==> config.mk <==
export PLATFORM = sky130hd
export DESIGN_NAME = step_seq_ctrl
export DESIGN_NICKNAME = d
export VERILOG_FILES = /design/src/rtl/step_seq_ctrl.sv
export SDC_FILE = /design/constraint.sdc
export NUM_CORES = 1
export LEC_CHECK = 0
export CORE_ASPECT_RATIO = 1.2
export CORE_MARGIN = 5
export CORE_UTILIZATION = 55
export CTS_CLUSTER_SIZE = 25
export DETAILED_ROUTE_END_ITERATION = 10
export HOLD_SLACK_MARGIN = 0.03
export PLACE_DENSITY = 0.83
export SLEW_MARGIN = 15
export SYNTH_ARGS = -nofsm -noshare
export SYNTH_HDL_FRONTEND = slang
export SYNTH_SLANG_ARGS = --single-unit
==> constraint.sdc <==
create_clock -name clk -period 4.9 [get_ports clk]
set_input_delay 0.735 -clock clk [delete_from_list [all_inputs] [get_ports clk]]
set_output_delay 0.735 -clock clk [all_outputs]
set_load 0.005 [all_outputs]
==> src/rtl/step_seq_ctrl.sv <==
// Single-axis motion segment scheduler: queues segments, applies direction with a setup
// delay, sequences one step-pulse generator and accumulates absolute step position.
module step_seq_ctrl #(
    parameter int unsigned DEPTH       = 4,
    parameter int unsigned DIR_SETUP   = 50,
    parameter int unsigned ACK_TIMEOUT = 16
) (
    input  logic                   clk,
    input  logic                   reset,
    input  logic                   seg_valid,
    output logic                   seg_ready,
    input  logic                   seg_dir,
    input  logic [30:0]            seg_steps,
    input  logic [31:0]            seg_period,
    input  logic                   abort,
    input  logic                   clear_fault,
    output logic                   gen_run,
    output logic [30:0]            gen_count,
    output logic [31:0]            gen_reduction,
    input  logic                   gen_finish,
    output logic                   dir_out,
    output logic                   busy,
    output logic [$clog2(DEPTH):0] fifo_level,
    output logic [31:0]            position,
    output logic                   fault
);

    localparam int unsigned AW   = (DEPTH > 1) ? $clog2(DEPTH) : 1;
    localparam int unsigned LW   = $clog2(DEPTH) + 1;
    localparam int unsigned CMAX = (DIR_SETUP > ACK_TIMEOUT) ? DIR_SETUP : ACK_TIMEOUT;
    localparam int unsigned CW   = $clog2(CMAX + 1);

    localparam logic [LW-1:0] FULL_LEVEL = LW'(DEPTH);

    localparam logic [2:0] StIdle    = 3'd0;
    localparam logic [2:0] StLoad    = 3'd1;
    localparam logic [2:0] StDirWait = 3'd2;
    localparam logic [2:0] StStart   = 3'd3;
    localparam logic [2:0] StRun     = 3'd4;
    localparam logic [2:0] StGap     = 3'd5;
    localparam logic [2:0] StFault   = 3'd6;

    logic [2:0]    state_q, state_d;
    logic [CW-1:0] cnt_q, cnt_d;
    logic [AW-1:0] rd_ptr_q, wr_ptr_q;
    logic [LW-1:0] level_d;
    logic          seg_dir_q, seg_dir_d;
    logic          push, pop;
    logic [63:0]   head;
    logic [63:0]   mem [DEPTH];

    logic          gen_run_d, dir_d, fault_d;
    logic [30:0]   gen_count_d;
    logic [31:0]   gen_reduction_d, position_d;

    assign seg_ready = (fifo_level != FULL_LEVEL);
    assign push      = seg_valid && seg_ready && !abort;
    assign head      = mem[rd_ptr_q];
    assign busy      = (state_q != StIdle) || (fifo_level != '0);

    always_ff @(posedge clk) begin
        if (push) begin
            mem[wr_ptr_q] <= {seg_dir, seg_steps, seg_period};
        end
    end

    always_comb begin
        state_d         = state_q;
        cnt_d           = cnt_q;
        seg_dir_d       = seg_dir_q;
        gen_count_d     = gen_count;
        gen_reduction_d = gen_reduction;
        dir_d           = dir_out;
        position_d      = position;
        fault_d         = fault;
        pop             = 1'b0;

        if (clear_fault) begin
            fault_d = 1'b0;
        end

        case (state_q)
            StIdle: begin
                // Head is popped here; its fields are held for the LOAD decision.
                if (fifo_level != '0 && !fault) begin
                    pop                                       = 1'b1;
                    {seg_dir_d, gen_count_d, gen_reduction_d} = head;
                    state_d                                   = StLoad;
                end
            end
            StLoad: begin
                if (gen_count == '0) begin
                    state_d = StIdle;
                end else if (seg_dir_q != dir_out) begin
                    dir_d   = seg_dir_q;
                    cnt_d   = CW'(DIR_SETUP - 1);
                    state_d = StDirWait;
                end else begin
                    cnt_d   = '0;
                    state_d = StStart;
                end
            end
            StDirWait: begin
                if (cnt_q == '0) begin
                    state_d = StStart;
                end else begin
                    cnt_d = cnt_q - CW'(1);
                end
            end
            StStart: begin
                if (!gen_finish) begin
                    state_d = StRun;
                end else if (cnt_q == CW'(ACK_TIMEOUT - 1)) begin
                    fault_d = 1'b1;
                    state_d = StFault;
                end else begin
                    cnt_d = cnt_q + CW'(1);
                end
            end
            StRun: begin
                if (gen_finish) begin
                    position_d = seg_dir_q ? position + {1'b0, gen_count}
                                           : position - {1'b0, gen_count};
                    state_d    = StGap;
                end
            end
            StGap: begin
                state_d = StIdle;
            end
            StFault: begin
                if (clear_fault) begin
                    state_d = StIdle;
                end
            end
            default: begin
                state_d = StIdle;
            end
        endcase

        // Abort wins over everything except the sticky fault flag.
        if (abort) begin
            state_d         = StIdle;
            cnt_d           = '0;
            pop             = 1'b0;
            seg_dir_d       = seg_dir_q;
            gen_count_d     = gen_count;
            gen_reduction_d = gen_reduction;
            dir_d           = dir_out;
            position_d      = position;
            fault_d         = fault;
        end

        gen_run_d = (state_d == StStart) || (state_d == StRun);
    end

    always_comb begin
        level_d = fifo_level;
        if (abort) begin
            level_d = '0;
        end else if (push && !pop) begin
            level_d = fifo_level + LW'(1);
        end else if (pop && !push) begin
            level_d = fifo_level - LW'(1);
        end
    end

    always_ff @(posedge clk or negedge reset) begin
        if (!reset) begin
            state_q       <= StIdle;
            cnt_q         <= '0;
            rd_ptr_q      <= '0;
            wr_ptr_q      <= '0;
            fifo_level    <= '0;
            seg_dir_q     <= 1'b0;
            gen_run       <= 1'b0;
            gen_count     <= '0;
            gen_reduction <= '0;
            dir_out       <= 1'b0;
            position      <= '0;
            fault         <= 1'b0;
        end else begin
            state_q       <= state_d;
            cnt_q         <= cnt_d;
            fifo_level    <= level_d;
            seg_dir_q     <= seg_dir_d;
            gen_run       <= gen_run_d;
            gen_count     <= gen_count_d;
            gen_reduction <= gen_reduction_d;
            dir_out       <= dir_d;
            position      <= position_d;
            fault         <= fault_d;
            if (abort) begin
                rd_ptr_q <= '0;
                wr_ptr_q <= '0;
            end else begin
                if (push) begin
                    wr_ptr_q <= wr_ptr_q + AW'(1);
                end
                if (pop) begin
                    rd_ptr_q <= rd_ptr_q + AW'(1);
                end
            end
        end
    end

endmodule
# ---- After elaboration in Yosys (flattened, before gate mapping)
# Memories as Yosys holds them, arrays and structs flattened. A register that Yosys moved wholly into a read port is not among the register bits.
# Index checks and enable logic that the tools add are counted.
# Widths: inputs -> output; s select.
dict set report classes {
  n_addsub 8
  n_eq_ne 14
  muxes 34
  bitwise 2
  reduce_logical 25
}
# op n
set op_table {}
lappend op_table {{$mux 6} 6}
lappend op_table {{$add 32x31->32} 1}
lappend op_table {{$mux 32} 1}
lappend op_table {{$sub 32x31->32} 1}
lappend op_table {{$logic_not 31->1} 1}
lappend op_table {{$mux 3} 10}
lappend op_table {{$pmux 3 s6} 1}
lappend op_table {{$pmux 6 s3} 1}
lappend op_table {{$ne 3x3->1 const B} 5}
lappend op_table {{$mux 1} 10}
lappend op_table {{$mux 2} 5}
lappend op_table {{$eq 3x2->1 const B} 3}
lappend op_table {{$eq 3x3->1 const B} 3}
lappend op_table {{$reduce_bool 3->1} 3}
lappend op_table {{$add 6x1->6 const B} 1}
lappend op_table {{$eq 6x4->1 const B} 1}
lappend op_table {{$logic_not 6->1} 1}
lappend op_table {{$reduce_and 3->1} 2}
lappend op_table {{$sub 6x1->6 const B} 1}
lappend op_table {{$logic_and 1x1->1} 5}
lappend op_table {{$logic_not 1->1} 5}
lappend op_table {{$reduce_and 5->1} 1}
lappend op_table {{$add 2x1->2 const B} 2}
lappend op_table {{$reduce_and 4->1} 1}
lappend op_table {{other kinds (9)} 12}
dict set report totals {
  regBits 51
  ramBits 256
  inputBits 70
  out_inout_bits 103
  memories 1
}
# memory depth width rd rd_clocked_by_memory_dff write_ports line
set mem_list {}
lappend mem_list {mem 4 64 1 1 1 50} ;# logic [63:0] mem [DEPTH];

# ---- Longest topological paths before layout
dict set report depth {
  ltp_word 9
  ltp_mapped 16
  ltp_nobuf 16
}

# ---- Least setup slack after synthesis
# OpenSTA, ideal clock, no wires.
dict set report synth_timing {
  kind {register to register}
  startpoint {register gen_count[3]}
  endpoint {register position[31]}
  arrival_time_ns 3.738
  required_ns 4.820
  setup_slack_ns 1.082
  stages_incl_launch_ff 17
  path_buffers 2
  period_less_slack_ns 3.818
  path_cell_list {dfrtp_1 or4_4 nor4_2 and2_1 buf_2 a21oi_1 xor2_1 ha_1 clkbuf_1 a21oi_1 a21boi_0 a311o_1 o2bb2ai_1 a41o_1 o22ai_1 mux2i_1 xnor2_1}
}
dict set report synth_between {
  elab_chain_cells 2
  elab_cells_between_ends 3
  cone_classes {add/sub (2); mux (1)}
}
# element line
set synth_rtl {}
lappend synth_rtl {{from (decl)} 18} ;# output logic [30:0] gen_count,
lappend synth_rtl {{from (signal assigned)} 187} ;# gen_count <= gen_count_d;
lappend synth_rtl {{$sub 32x31->32 / $add 32x31->32 (equally long branches)} {123, 122}}
lappend synth_rtl {{$mux 32 *} 122} ;# position_d = seg_dir_q ? position + {1'b0, gen_count}
lappend synth_rtl {{to (signal assigned)} 190} ;# position <= position_d;
lappend synth_rtl {{to (decl)} 24} ;# output logic [31:0] position,
# Mark *: on every way between the ends. The rest lies on a longest branch, timed or not.
# A chain may end at the register's enable or synchronous reset.

# ---- Worst setup path after layout
# Ends and elaborated chain as after synthesis.

==> impl_metrics.py <==
metrics = {
    "cts": {
        "clkTransAtPathRegs_ps": 60,
        "cts-buffers-inserted": 37,
        "h-tree-depth": 2,
        "cts_resized": 0,
        "postCtsHoldBufs": 0,
        "cts_tree": "built",
        "ctsLongestPathBuffers": 3,
        "cts.sinks": 371,
        "clock-root-buffer": "clkbuf_16",
        "postCtsSetupBuffers": 0,
        "clock_latency_ps": 530,
    },
    "finish": {
        "final_cell_mix": "edfxtp_1 (256), clkdlybuf4s50_1 (171), dfrtp_1 (113)",
        "drive_above_1_share_pct": 16.6,
        "layout_commonest_cell": "edfxtp_1",
        "fin_util_pct": 67.0,
        "syn_to_final_growth_pct": 20.5,
        "num_antenna_cells": 0,
        "fin_cells": 1678,
        "final_cell_area_um2": 19800,
        "fin_nets": 1380,
    },
    "die": {
        "dieArea_um2": 33500,
        "core_um2": 29600,
        "pin_count": 173,
        "start_util_pct": 55.6,
        "die_h_um": 200,
        "rows": 69,
        "dieWidth_um": 168,
    },
    "yosys": {
        "ys_ff_latch": 371,
        "syn_area_um2": 16500,
        "synth_cells": 1084,
        "ys_seq_area_share_pct": 64.2,
        "synth_fp_nets": 1204,
        "ys_types": 65,
        "yosys_warnings": 0,
        "synth_edf_count": 256,
        "async_flop_share_pct": 31.0,
        "post_synth.cell_area_avg_um2": 15.2,
        "synthFlopType": "edfxtp_1",
    },
    "place": {
        "gp_congestion": 0.914,
        "place_area_um2": 18600,
        "post-dp-hpwl_um": 23200,
        "dp_cells": 1611,
        "io_buffers": 172,
        "dpl_worst_slack_ps": 803,
    },
    "sta": {
        "hold_viol": 0,
        "skew_ps": 13.0,
        "fin_crit_ps": 4150,
        "slew_viol_final": 0,
        "fmax_mhz": 241,
        "worst_pin_slew_ps": 1030,
        "whs_ps": 257,
        "setup_viol": 0,
        "relSlewSlack_pct": 31.2,
        "finalSetupTns_ps": 0,
        "rsz0062_at_grt": "no",
        "setup_slack_ps": 746,
        "fin_crit_sh_pct": 84.8,
    },
    "hold_path": {
        "hp-class": "in -> async",
    },
    "critical_path": {
        "worst-setup-path-type": "reg -> reg",
        "worstPathArrival_ps": 4610,
        "r2r_end": "position[31]",
        "cp_cell_sequence": "or4_4 -> nor4_2 -> and2_1 -> a21oi_1 -> xor2_1 -> ha_1 -> a21oi_1 -> a21boi_0 -> a311o_1 -> o2bb2ai_1 -> a41o_1 -> o22ai_1 -> mux2i_1 -> xnor2_1",
        "regToRegSetupSlack_ps": 750,
        "crit_path_end": "position[31]",
        "cpPeakStageDelay_ps": 590,
        "critPathLaunch": "gen_count[3]",
        "r2r-start": "gen_count[3]",
        "start_kind": "register",
        "crit_fanout": 7,
        "worstPathRequired_ps": 5360,
        "reg2regPathDepth": 14,
        "cp_common_cell": "a21oi_1",
        "slowest_stage": "or4_4",
        "end_kind": "register",
    },
    "routing": {
        "vias": 9664,
        "routed_wirelength_um": 34700,
        "drtIter0Drc": 608,
        "firstDrtPassIters": 5,
        "final_antenna_net_count": 0,
        "wl_per_cell_um": 20.7,
        "vias_per_cell": 5.76,
        "drc": 0,
    },
    "global_route": {
        "grt_use_total_pct": 21.0,
        "antenna_found_initial": 3,
        "grt_max_degree": 75,
        "grt_pass1_vias": 10100,
        "overflow": 0,
        "grt_pass1_wl_um": 55300,
    },
    "run": {
        "drv_cap": 0,
    },
    "power_and_ir_drop": {
        "power.density_nw_per_um2": 615,
        "finalPower_mw": 12.2,
        "p_leak_nw": 7.35,
        "max-vdd-ir-drop_uv": 437,
    },
    "run_status": {
        "status": "finished, final reports clean",
    },
}
==> flip-flops by register name (all words and copies together), names as in the netlist <==
signal / cells
dir_out: 1
seg_dir_q: 1
wr_ptr_q: 2
cnt_q: 6
position: 32
rd_ptr_q: 2
gen_reduction: 32
fault: 1
fifo_level: 3
state_q: 3
gen_run: 1
gen_count: 31
mem: 256
==> area by class of cell <==
type	instances	area, um^2
sequential	371	10600
fill	2018	9770
multi-input combinational	640	5650
timing repair buffer	181	1820
clock buffer	44	952
tap	390	488
clock inverter	23	255
inverter	29	109
==> logic make-up (layout without fill, tap and decap cells) <==
kind of cell / Yosys count / count (layout) / share of synthesized area [%]
AND/OR/NAND/NOR: 208 / 208 / 6.29
flip-flops: 371 / 371 / 64.2
buffers and inverters: 73 / 277 / 1.68
adder cells (fa/ha/maj): 50 / 50 / 3.94
AO/OA/AOI/OAI: 185 / 185 / 7.15
XOR/XNOR: 68 / 68 / 3.62
multiplexers: 129 / 129 / 13.2
==> critical path: cells and delay by family (launching register included) <==
kind / cells / cell delay, ps
flip-flops: 1 / 440
adder cells (fa/ha/maj): 1 / 380
multiplexers: 1 / 230
XOR/XNOR: 2 / 300
AO/OA/AOI/OAI: 7 / 1410
AND/OR/NAND/NOR: 3 / 1340
==> worst min-delay path by stage <==
stage | to | startpoint | slack [ps] | cells after the start
5_1_grt | position[9] | reset | 320 | 1
2_1_floorplan | cnt_q[0] | reset | 440 | 0
3_5_place_dp | gen_reduction[2] | gen_reduction[2] | 490 | 1
3_3_place_gp | gen_reduction[2] | gen_reduction[2] | 490 | 1
4_1_cts | position[10] | reset | 440 | 1
6_report | position[4] | reset | 260 | 1
==> Yosys cell counts (all sizes together), types with 4 or more instances <==
| cell type | instances | share of area (%) |
|---|---|---|
| or2 | 4 | 0.15 |
| o211ai | 4 | 0.18 |
| and2 | 9 | 0.34 |
| nand2b | 7 | 0.27 |
| mux2 | 59 | 4.1 |
| edfxtp | 256 | 47 |
| dfrtp | 115 | 17 |
| mux4 | 64 | 8.8 |
| nand3 | 14 | 0.43 |
| nor4 | 7 | 0.47 |
| inv | 29 | 0.66 |
| o21bai | 4 | 0.18 |
| buf | 11 | 0.27 |
| clkbuf | 33 | 0.75 |
| o31ai | 5 | 0.23 |
| nor3 | 17 | 0.58 |
| a31oi | 14 | 0.53 |
| nor2 | 54 | 1.3 |
| a21oi | 48 | 1.5 |
| xor2 | 46 | 2.4 |
| or4 | 6 | 0.30 |
| ha | 47 | 3.6 |
| mux2i | 6 | 0.36 |
| a211o | 4 | 0.21 |
| xnor2 | 22 | 1.2 |
| nand4 | 7 | 0.27 |
| nand2 | 67 | 1.5 |
| o21ai | 54 | 1.6 |
| and3 | 5 | 0.20 |
| a21o | 23 | 1.0 |
==> power by group <==
part	internal [mW]	switching, mW
Combinational	2.47	2.38
Clock	1.62	1.18
Sequential	3.91	0.642
==> metal layers <==
layer,global-route usage (%),share of wire (%),vias to the layer above
li1,-,-,4512
met1,28.1,42,4808
met2,35.4,50,273
met3,4.49,5.8,65
met4,5.47,2.2,6
met5,0,0.098,-
Note: power is estimated with default switching activity, not from simulation.
